[config.mk]
export PLATFORM = sky130hd
export DESIGN_NAME = aud_sram_player
export DESIGN_NICKNAME = d
export VERILOG_FILES = /design/src/rtl/aud_pkg.sv /design/src/rtl/aud_i2s_serializer.sv /design/src/rtl/aud_sram_player.sv
export SDC_FILE = /design/constraint.sdc
export NUM_CORES = 1
export LEC_CHECK = 0
export ABC_CLOCK_PERIOD_IN_PS = 2550
export CORE_MARGIN = 2
export CORE_UTILIZATION = 31
export DETAILED_ROUTE_END_ITERATION = 16
export GPL_TIMING_DRIVEN = 0
export PLACE_DENSITY = 0.55
export SLEW_MARGIN = 5
export SYNTH_ARGS = -nofsm -noshare
export SYNTH_HDL_FRONTEND = slang
export SYNTH_SLANG_ARGS = --single-unit
[constraint.sdc]
create_clock -name i_clk -period 2.55 [get_ports i_clk]
set_clock_uncertainty 0.15 [all_clocks]
set_input_delay 0.255 -clock i_clk [delete_from_list [all_inputs] [get_ports i_clk]]
set_output_delay 0.255 -clock i_clk [all_outputs]
set_load 0.01 [all_outputs]
[src/rtl/aud_pkg.sv]
// aud_pkg: types and sizes shared by the audio record/playback path.
//   DATA_W    sample width (bits per I2S channel slot)
//   ADDR_W    SRAM word address width
//   BITCNT_W  width of a counter that holds 0..DATA_W
//   play_state_e  playback FSM states
//   chan_e        I2S slot currently being serialized
package aud_pkg;

  localparam int DATA_W   = 16;
  localparam int ADDR_W   = 20;
  localparam int BITCNT_W = $clog2(DATA_W + 1);

  typedef enum logic [1:0] {
    S_IDLE  = 2'd0,
    S_SYNC  = 2'd1,
    S_SEND  = 2'd2,
    S_PAUSE = 2'd3
  } play_state_e;

  typedef enum logic {
    CH_L = 1'b0,
    CH_R = 1'b1
  } chan_e;

endpackage

[src/rtl/aud_i2s_serializer.sv]
// aud_i2s_serializer: I2S transmit slice for one mono sample per frame.
// Detects DACLRCK edges, shifts the sample MSB-first into the left slot, replays
// the same sample into the right slot, and pads with 0 once DATA_W bits are out.
//   i_clk/i_rst_n  BCLK, async active-low reset
//   i_lrc          DACLRCK (0 = left, 1 = right)
//   i_clr          abort: drop the current slot and drive 0
//   i_load         start a frame with i_sample (asserted on the LRC fall)
//   i_run          serializer active (playback FSM in its send state)
//   i_sample       SRAM word for the frame being started
//   o_fall         LRC falling edge seen this cycle (frame start)
//   o_frame_end    right slot has shifted out all of its bits (one cycle)
//   o_dac          DACDAT
module aud_i2s_serializer
  import aud_pkg::*;
#(
  parameter int DATA_W = aud_pkg::DATA_W
) (
  input  logic              i_clk,
  input  logic              i_rst_n,
  input  logic              i_lrc,
  input  logic              i_clr,
  input  logic              i_load,
  input  logic              i_run,
  input  logic [DATA_W-1:0] i_sample,
  output logic              o_fall,
  output logic              o_frame_end,
  output logic              o_dac
);

  localparam int CW = $clog2(DATA_W + 1);
  localparam logic [CW-1:0] FULL = CW'(DATA_W);

  logic              r_lrc_q;
  logic [DATA_W-1:0] r_shreg;
  logic [DATA_W-1:0] r_sample;
  logic [CW-1:0]     r_bit_cnt;
  chan_e             r_chan;
  logic              r_dac;
  logic              w_rise;

  assign o_fall   = r_lrc_q & ~i_lrc;
  assign w_rise   = ~r_lrc_q & i_lrc;
  assign o_dac    = r_dac;
  // A fall has priority (new frame / short slot), so frame end is only
  // reported when no frame is starting on the same edge.
  assign o_frame_end = i_run & ~o_fall & (r_chan == CH_R) & (r_bit_cnt == FULL);

  always_ff @(posedge i_clk or negedge i_rst_n) begin
    if (!i_rst_n) r_lrc_q <= 1'b0;
    else          r_lrc_q <= i_lrc;
  end

  always_ff @(posedge i_clk or negedge i_rst_n) begin
    if (!i_rst_n) begin
      r_shreg   <= '0;
      r_sample  <= '0;
      r_bit_cnt <= '0;
      r_chan    <= CH_L;
      r_dac     <= 1'b0;
    end else if (i_clr) begin
      r_bit_cnt <= '0;
      r_chan    <= CH_L;
      r_dac     <= 1'b0;
    end else if (i_load) begin
      // MSB goes out on the edge that saw LRC change; the codec takes it one
      // BCLK later, which is the I2S one-bit delay.
      r_sample  <= i_sample;
      r_shreg   <= {i_sample[DATA_W-2:0], 1'b0};
      r_dac     <= i_sample[DATA_W-1];
      r_bit_cnt <= CW'(1);
      r_chan    <= CH_L;
    end else if (i_run) begin
      if (w_rise && r_chan == CH_L) begin
        r_shreg   <= {r_sample[DATA_W-2:0], 1'b0};
        r_dac     <= r_sample[DATA_W-1];
        r_bit_cnt <= CW'(1);
        r_chan    <= CH_R;
      end else if (r_bit_cnt < FULL) begin
        r_dac     <= r_shreg[DATA_W-1];
        r_shreg   <= {r_shreg[DATA_W-2:0], 1'b0};
        r_bit_cnt <= r_bit_cnt + CW'(1);
      end else begin
        r_dac <= 1'b0;
        // Flip back to left once the right slot is finished so frame end
        // fires exactly once while padding to the next fall.
        if (r_chan == CH_R) r_chan <= CH_L;
      end
    end else begin
      r_dac <= 1'b0;
    end
  end

endmodule

[src/rtl/aud_sram_player.sv]
// aud_sram_player: plays SRAM words 0..i_end_addr as mono I2S on DACDAT.
// The codec is clock master (i_clk = BCLK, i_lrc = DACLRCK). Each word is sent
// MSB-first in the left slot and again in the right slot.
//   i_start     pulse: start from address 0 (idle) or resume (paused)
//   i_pause     pulse: stop at the end of the current frame, keep address
//   i_stop      abort now, rewind to 0, no done
//   i_end_addr  last address played (inclusive), latched on start from idle
//   i_sram_data combinational read data for o_address
//   o_address   SRAM read address
//   o_dac_data  DACDAT
//   o_playing   1 while waiting for a frame start or sending
//   o_done      one-cycle pulse after the last word's right slot
module aud_sram_player
  import aud_pkg::*;
#(
  parameter int DATA_W = aud_pkg::DATA_W,
  parameter int ADDR_W = aud_pkg::ADDR_W
) (
  input  logic              i_clk,
  input  logic              i_rst_n,
  input  logic              i_lrc,
  input  logic              i_start,
  input  logic              i_pause,
  input  logic              i_stop,
  input  logic [ADDR_W-1:0] i_end_addr,
  input  logic [DATA_W-1:0] i_sram_data,
  output logic [ADDR_W-1:0] o_address,
  output logic              o_dac_data,
  output logic              o_playing,
  output logic              o_done
);

  play_state_e       r_state, w_state_nxt;
  logic [ADDR_W-1:0] r_address;
  logic [ADDR_W-1:0] r_end;
  logic              r_pause_pend;
  logic              r_done;

  logic w_fall, w_frame_end, w_load, w_run, w_active;
  logic w_addr_clr, w_addr_inc, w_latch_end, w_done_set, w_pend_clr, w_pend_set;

  assign w_active = (r_state == S_SYNC) | (r_state == S_SEND);
  assign w_load   = ~i_stop & w_active & w_fall;
  assign w_run    = ~i_stop & (r_state == S_SEND);

  aud_i2s_serializer #(.DATA_W(DATA_W)) u_ser (
    .i_clk       (i_clk),
    .i_rst_n     (i_rst_n),
    .i_lrc       (i_lrc),
    .i_clr       (i_stop),
    .i_load      (w_load),
    .i_run       (w_run),
    .i_sample    (i_sram_data),
    .o_fall      (w_fall),
    .o_frame_end (w_frame_end),
    .o_dac       (o_dac_data)
  );

  always_ff @(posedge i_clk or negedge i_rst_n) begin
    if (!i_rst_n) r_state <= S_IDLE;
    else          r_state <= w_state_nxt;
  end

  always_comb begin
    w_state_nxt = r_state;
    w_addr_clr  = 1'b0;
    w_addr_inc  = 1'b0;
    w_latch_end = 1'b0;
    w_done_set  = 1'b0;
    w_pend_clr  = 1'b0;
    w_pend_set  = 1'b0;
    if (i_stop) begin
      w_state_nxt = S_IDLE;
      w_addr_clr  = 1'b1;
      w_pend_clr  = 1'b1;
    end else begin
      case (r_state)
        S_IDLE: begin
          if (i_start) begin
            w_latch_end = 1'b1;
            w_addr_clr  = 1'b1;
            w_state_nxt = S_SYNC;
          end
        end
        S_SYNC: begin
          w_pend_set = i_pause;
          if (w_fall) w_state_nxt = S_SEND;
        end
        S_SEND: begin
          w_pend_set = i_pause;
          if (w_frame_end) begin
            if (r_address == r_end) begin
              w_done_set  = 1'b1;
              w_addr_clr  = 1'b1;
              w_pend_clr  = 1'b1;
              w_state_nxt = S_IDLE;
            end else if (r_pause_pend || i_pause) begin
              w_addr_inc  = 1'b1;
              w_pend_clr  = 1'b1;
              w_state_nxt = S_PAUSE;
            end else begin
              // Next word is read well before the next LRC fall.
              w_addr_inc = 1'b1;
            end
          end
        end
        S_PAUSE: begin
          if (i_start) w_state_nxt = S_SYNC;
        end
        default: w_state_nxt = S_IDLE;
      endcase
    end
  end

  always_ff @(posedge i_clk or negedge i_rst_n) begin
    if (!i_rst_n) begin
      r_address    <= '0;
      r_end        <= '0;
      r_pause_pend <= 1'b0;
      r_done       <= 1'b0;
    end else begin
      r_done <= w_done_set;
      if (w_latch_end) r_end <= i_end_addr;
      if (w_addr_clr)      r_address <= '0;
      else if (w_addr_inc) r_address <= r_address + ADDR_W'(1);
      if (w_pend_clr)      r_pause_pend <= 1'b0;
      else if (w_pend_set) r_pause_pend <= 1'b1;
    end
  end

  assign o_address = r_address;
  assign o_playing = w_active;
  assign o_done    = r_done;

endmodule

==> results of run 1 <==
registers in the layout, indices dropped and copies added, names as in the netlist:
register / count
u_ser.r_chan: 1
u_ser.o_dac: 1
o_done: 1
u_ser.r_lrc_q: 1
r_state: 2
r_pause_pend: 1
r_end: 20
u_ser.r_shreg: 15
u_ser.r_sample: 16
o_address: 20
u_ser.r_bit_cnt: 5
cells in the final DEF, fill, tap and decap left out, types with 9 or more instances in the layout:
| master | Yosys | routed |
|---|---|---|
| clkdlybuf4s50_1 | 0 | 63 |
| inv_1 | 9 | 9 |
| a31oi_1 | 14 | 14 |
| a21oi_1 | 16 | 16 |
| nand2_1 | 74 | 74 |
| dfrtp_1 | 83 | 83 |
| mux2_2 | 21 | 21 |
| clkbuf_16 | 0 | 9 |
| o21ai_0 | 13 | 13 |
| nor2_1 | 32 | 32 |
| a22oi_1 | 15 | 15 |
| xor2_1 | 30 | 30 |
layout make-up:
class                      instances  area [µm²]  share of cell area [%]
sequential                        83        2080                    38.6
clock inverter                     6         111                    2.07
clock buffer                      10         239                    4.44
multi-input combinational        295        1890                    35.1
tap                              172         215                    4.00
timing repair buffer              68         691                    12.8
buffer                            19         124                    2.30
inverter                           9        33.8                   0.628
what timing repair did:
action,CTS,global route
gates resized for setup,3,4
buffers inserted,0,2
hold buffers,1,0
pin swaps,0,2
endpoints found under the hold margin,25,0
setup endpoints to repair,16,47
power by group:
group / switching, µW / internal [µW]
Clock: 535 / 985
Combinational: 584 / 599
Sequential: 255 / 1760
through the flow:
step / cells / cell area, µm²
after floorplan: 407 / 4090
after global placement: 643 / 4950
after detailed placement: 644 / 4970
after CTS: 661 / 5350
after global routing: 662 / 5380
final: 662 / 5380
cells by family after synthesis:
kind of cell | count (synthesis)
compound gates | 79
xor+xnor | 30
fa+ha+maj | 7
buf+inv | 29
flops | 83
mux | 23
simple gates | 156
path summary, 6_finish.rpt:
check | startpoint | to | slack [ns]
max | o_address[7] | o_address[13] | 0.17
min | i_rst_n | r_end[7] | 0.22
max reg2reg | o_address[7] | o_address[13] | 0.17
min reg2reg | u_ser.r_sample[14] | u_ser.r_sample[14] | 0.33
max in group asynchronous | i_rst_n | u_ser.r_sample[12] | 1.42
min in group i_clk | i_lrc | u_ser.r_lrc_q | 0.26
worst register-to-register path, delay by kind of cell, from the launching register on:
kind | cells | cell delay (ns)
AND/OR/NAND/NOR | 3 | 0.89
flip-flops | 1 | 0.44
buffers and inverters | 2 | 0.38
AO/OA/AOI/OAI | 2 | 0.22
XOR/XNOR | 1 | 0.17
layer usage:
layer / up-vias / routed length, µm / GRT usage, %
met5: - / 0 / 0
met4: 0 / 126 / 3.94
met3: 12 / 420 / 3.45
met2: 69 / 4970 / 26.4
met1: 1588 / 4520 / 18.9
li1: 1582 / - / -
==> summary.md, run 1 <==
| Metric | Value |
|---|---|
| DP Worst Slack | -0.308 ns |
| Status | finished, final reports clean |
| EDFF count, synth | 0 |
| Die Wd | 119 µm |
| Final hold viol count | 0 |
| Post-synth top cells | 83 x dfrtp_1, 74 x nand2_1, 32 x nor2_1, 30 x xor2_1, 21 x mux2_2 |
| Hold WS | 0.223 ns |
| Yosys reg bits | 83 |
| Seq/Total Area, Yosys | 50.8% |
| Clock sink count | 83 |
| Worst Tran Pin Value | 0.701 ns |
| Ant diodes | 0 |
| CP max-delay cell | dfrtp_1 |
| Post-DP HPWL | 7140 µm |
| Pre-antenna DRT Iters | 4 |
| MaxCap Viol Count | 0 |
| Initial antenna violation count | 0 |
| Synth area leader | dfrtp_1 |
| Worst setup SP type | flop |
| Maximum VDD drop | 542 µV |
| Slowest Stage Delay on Critical Path | 0.44 ns |
| Crit. path cell count | 8 |
| Core area | 0.0128 mm² |
| Yosys warning count | 0 |
| Average wire per cell in the routed design | 15.2 µm |
| Area delta synth->final | 31.5% |
| # H-tree levels | 3 |
| Setup TNS | 0 ns |
| Power per cell area | 876 mW/mm² |
| Final net count | 534 |
| Layout fillers | 1229 |
| Minimum clock period | 2.38 ns |
| Max Clk Rate | 421 MHz |
| Routed WL | 10000 µm |
| LEAKAGE | 0.00230 µW |
| CTS buffer count | 9 |
| DR vias | 3251 |
| Total chip power | 4710 µW |
| Max Transition Viols Final | 0 |
| Layout cell share with drive strength beyond 1 | 12.9% |
| Arr. time, crit path | 2.45 ns |
| Synth unique cells | 49 |
| CTS max path bufs | 2 |
| Row count | 41 |
| Combinational family with the most area after synthesis | simple AND/OR/NAND/NOR gates |
| DIE AREA | 0.0141 mm² |
| ANT nets after route | 0 |
| Largest cells by area after synthesis | dfrtp_1 51%, nand2_1 6.8%, xor2_1 6.4% |
| Top-count cell post-synth | dfrtp_1 |
| Synth Area in Compound Gates | 12.7% |
| Synth Area in Simple Gates | 17.8% |
| Clk_lat worst skew | 0.34 ns |
| Post-synth top flop | dfrtp_1 |
| XOR/XNOR Fraction of Synth Area | 6.42% |
| Worst R2R Path Depth | 8 |
| Setup WS post-layout | 0.174 ns |
| Syn_area_per_cell | 10.1 µm² |
| Max FO, Critical Path | 10 |
| DRC Markers | 0 |
| Worst-path clk slew | 0.06 ns |
| Largest net degree at the start of global routing | 59 |
| Initial DRC Count | 178 |
| RePlAce Congestion | 0.804 |
| Post-synthesis mux area share | 6.27% |
| Period utilization | 93.2% |
| Worst path cell trace | xor2_1, nor4_2, nand2_1, buf_6, nor3_1, a211o_1, buf_4, a21oi_1 |
| Critical path class | flop to flop |
| Synth Net Count | 456 |
| GRT overflow | 0 |
| RSZ-0062 raised after global routing | false |
| Cell area after synthesis | 0.00409 mm² |
| Die height | 119 µm |
| Utilization after layout | 42.1% |
| # setup viols final | 0 |
| Adder-cell area share of the yosys netlist | 2.14% |
| Ys async rst share | 100% |
| Data required, critical path | 2.62 ns |
| Post-Syn Instances | 407 |
| Share of the synthesized area in the top cell type | 50.8% |
| WP buf/inv | 2 |
| All-layer global routing usage | 15.1% |
| TritonCTS clock tree | built |
| CTS root buf | clkbuf_16 |
| Hold Path Class | primary input to asynchronous set/reset pin |
| Ports | 65 |
| Port bufs | 64 |
| Starting Density | 32.0% |
| First-pass GRT wire length | 17200 µm |
| Number of global-route vias before repair | 3480 |
| Routed vias/inst | 4.91 |
| Worst Setup End Kind | flop |
| Slew HR | 53.3% |
| Delay-heaviest family, CP | simple AND/OR/NAND/NOR gates |
(Power assumes the default switching activity.)
==> inputs of run 2 (changes only) <==
ABC_CLOCK_PERIOD_IN_PS = 2000   (was 2550)
PLACE_DENSITY = 0.57   (was 0.55)
clock period = 2 ns   (was 2.55 ns; I/O delays follow)
==> summary.md, run 2 (synthesis results as in run 1) <==
| Metric | Value |
|---|---|
| Status | finished with violations |
| Failing checks | negative setup slack |
| LEAKAGE | 0.00257 µW (+12%) |
| WHS Path Cells | 1 |
| Data required, critical path | 2.08 ns (-0.54 ns) |
| RePlAce Congestion | 0.843 (+4.9%) |
| Worst Tran Pin Value | 0.535 ns (-0.166 ns) |
| Delay-heaviest family, CP | simple AND/OR/NAND/NOR gates |
| Average wire per cell in the routed design | 15.6 µm (+2.5%) |
| CP max-delay cell | dfrtp_2 |
| Setup WS post-layout | -0.217 ns (-0.390 ns) |
| Most common cell after layout, fill and taps aside | nand2_1 |
| Arr. time, crit path | 2.29 ns (-0.16 ns) |
| Routed WL | 11000 µm (+9.5%) |
| Row count | 41 (unchanged) |
| Critical path class | flop to flop |
| Worst hold start | i_lrc |
| Initial antenna violation count | 0 (unchanged) |
| Layout cell share with drive strength beyond 1 | 30.7% (+18 points) |
| Post-DP HPWL | 7140 µm (about the same) |
| Layout fillers | 1167 (-5.0%) |
| Worst Setup End Kind | flop |
| Final net count | 579 (+8.4%) |
| Slew HR | 64.3% (+11 points) |
| Period utilization | 111% (+18 points) |
| Crit path from | o_address[10] |
| Port bufs | 64 (unchanged) |
| Die Wd | 119 µm (unchanged) |
| Maximum VDD drop | 486 µV (-10%) |
| Clock sink count | 83 (unchanged) |
| Minimum clock period | 2.22 ns (-0.160 ns) |
| Worst setup SP type | flop |
| DR vias | 3506 (+7.8%) |
| Clk_lat worst skew | 0.34 ns (about the same) |
| Setup TNS | -3.93 ns (-3.93 ns) |
| Routed vias/inst | 4.96 (+0.98%) |
| DRC Markers | 0 (unchanged) |
| Met2 WL post-DR | 5500 µm (+11%) |
| Crit Reg-Reg Startpoint | o_address[10] |
| Crit. path cell count | 8 (unchanged) |
| Area delta synth->final | 48.7% |
| ANT nets after route | 0 (unchanged) |
| CTS buffer count | 9 (unchanged) |
| Power per cell area | 1010 mW/mm² (+15%) |
| Ant diodes | 0 (unchanged) |
| All-layer global routing usage | 16.4% (+1.2 points) |
| Max FO, Critical Path | 6 (-4) |
| TritonCTS clock tree | built |
| Placed Cells incl. Taps | 644 (unchanged) |
| Worst path cell trace | xor2_1, nor4_2, nand2_2, buf_6, o2111ai_4, buf_6, xor2_1, nor2_1 |
| Ports | 65 (unchanged) |
| Max Clk Rate | 451 MHz (+7.2%) |
| Die height | 119 µm (unchanged) |
| # setup viols final | 36 (+36) |
| Pre-antenna DRT Iters | 7 (+3) |
| Met3 WL | 670 µm (+60%) |
| Final hold viol count | 0 (unchanged) |
| Max Used Layer | met4 |
| MaxCap Viol Count | 0 (unchanged) |
| Hold Path Class | primary input to flop |
| WP buf/inv | 2 (unchanged) |
| Max Transition Viols Final | 0 (unchanged) |
| RSZ-0062 raised after global routing | true |
| Initial DRC Count | 194 (+9.0%) |
| First-pass GRT wire length | 18400 µm (+7.3%) |
| Finished Layout Cells | 707 (+6.8%) |
| # H-tree levels | 3 (unchanged) |
| Number of global-route vias before repair | 3670 (+5.5%) |
| Met1 Wirelength | 4640 µm (+2.6%) |
| Most frequent cells in the layout | 73 x nand2_1, 69 x dfrtp_1, 62 x clkdlybuf4s50_1 |
| Largest net degree at the start of global routing | 46 (-22%) |
| Slowest Stage Delay on Critical Path | 0.44 ns (about the same) |
| Core area | 0.0128 mm² (unchanged) |
| GRT overflow | 0 (unchanged) |
| Worst-path clk slew | 0.06 ns (about the same) |
| DIE AREA | 0.0141 mm² (unchanged) |
| Utilization after layout | 47.6% (+5.5 points) |
| Starting Density | 32.0% (unchanged) |
| CTS root buf | clkbuf_16 |
| Worst R2R Path Depth | 8 (unchanged) |
| CTS max path bufs | 2 (unchanged) |
[run 2: worst reg2reg max path, cell delays in order (launching register included)]
cell and delay [ns]:
dfrtp_2 0.44, xor2_1 0.15, nor4_2 0.41, nand2_2 0.13, buf_6 0.15, o2111ai_4 0.31, buf_6 0.18, xor2_1 0.14
nor2_1 0.05
[run 2: worst paths after layout]
kind	slack (ns)	to
min in group asynchronous	0.24	r_end[1]
max in group asynchronous	0.83	o_address[6]
max reg2reg	-0.22	o_address[5]
min reg2reg	0.32	u_ser.r_sample[6]
min	0.23	u_ser.r_lrc_q
max	-0.22	o_address[5]
[run 2: cell type report]
type | instances | area (µm²) | area share (%)
repair buffers | 112 | 1090 | 17.9
inverters | 9 | 33.8 | 0.555
flip-flops and latches | 83 | 2090 | 34.4
multi-input cells | 295 | 2140 | 35.2
well taps | 172 | 215 | 3.54
clock buffers | 12 | 246 | 4.05
clock inverters | 4 | 50.0 | 0.823
plain buffers | 20 | 215 | 3.54
[run 2: metrics by stage]
| step | setup WS (ns) | total power, µW | area (µm²) | hold slack, ns |
|---|---|---|---|---|
| 2_1_floorplan | -0.0765 | 3660 | 4180 | -0.246 |
| 3_3_place_gp | -2.78 | 4080 | 5040 | 0.309 |
| 3_5_place_dp | -0.716 | 4160 | 5060 | 0.0662 |
| 4_1_cts | -0.188 | 6130 | 5890 | 0.221 |
| 5_1_grt | -0.362 | 6540 | 6080 | 0.240 |
| 6_report | -0.217 | 6120 | 6080 | 0.232 |
[run 2: per-layer routing]
metal	global-route usage, %	vias to the layer above
met4	4.91	0
met2	28.2	106
li1	-	1676
met5	0	-
met3	4.07	19
met1	20.3	1705
[run 2: repair_timing]
action,4_1_cts,5_1_grt
endpoints found under the setup margin,71,76
gates cloned,4,0
hold endpoints to repair,38,0
resized for setup,60,34
hold buffers,1,0
setup buffers,35,10
pin swaps,30,30
[run 2: where the power goes]
group          total, µW  leakage, µW  switching [µW]  internal, µW
logic               1880      0.00141             884           998
registers           2570      0.00102             333          2240
clock network       1670     0.000139             669          1000
total               6120      0.00257            1890          4240
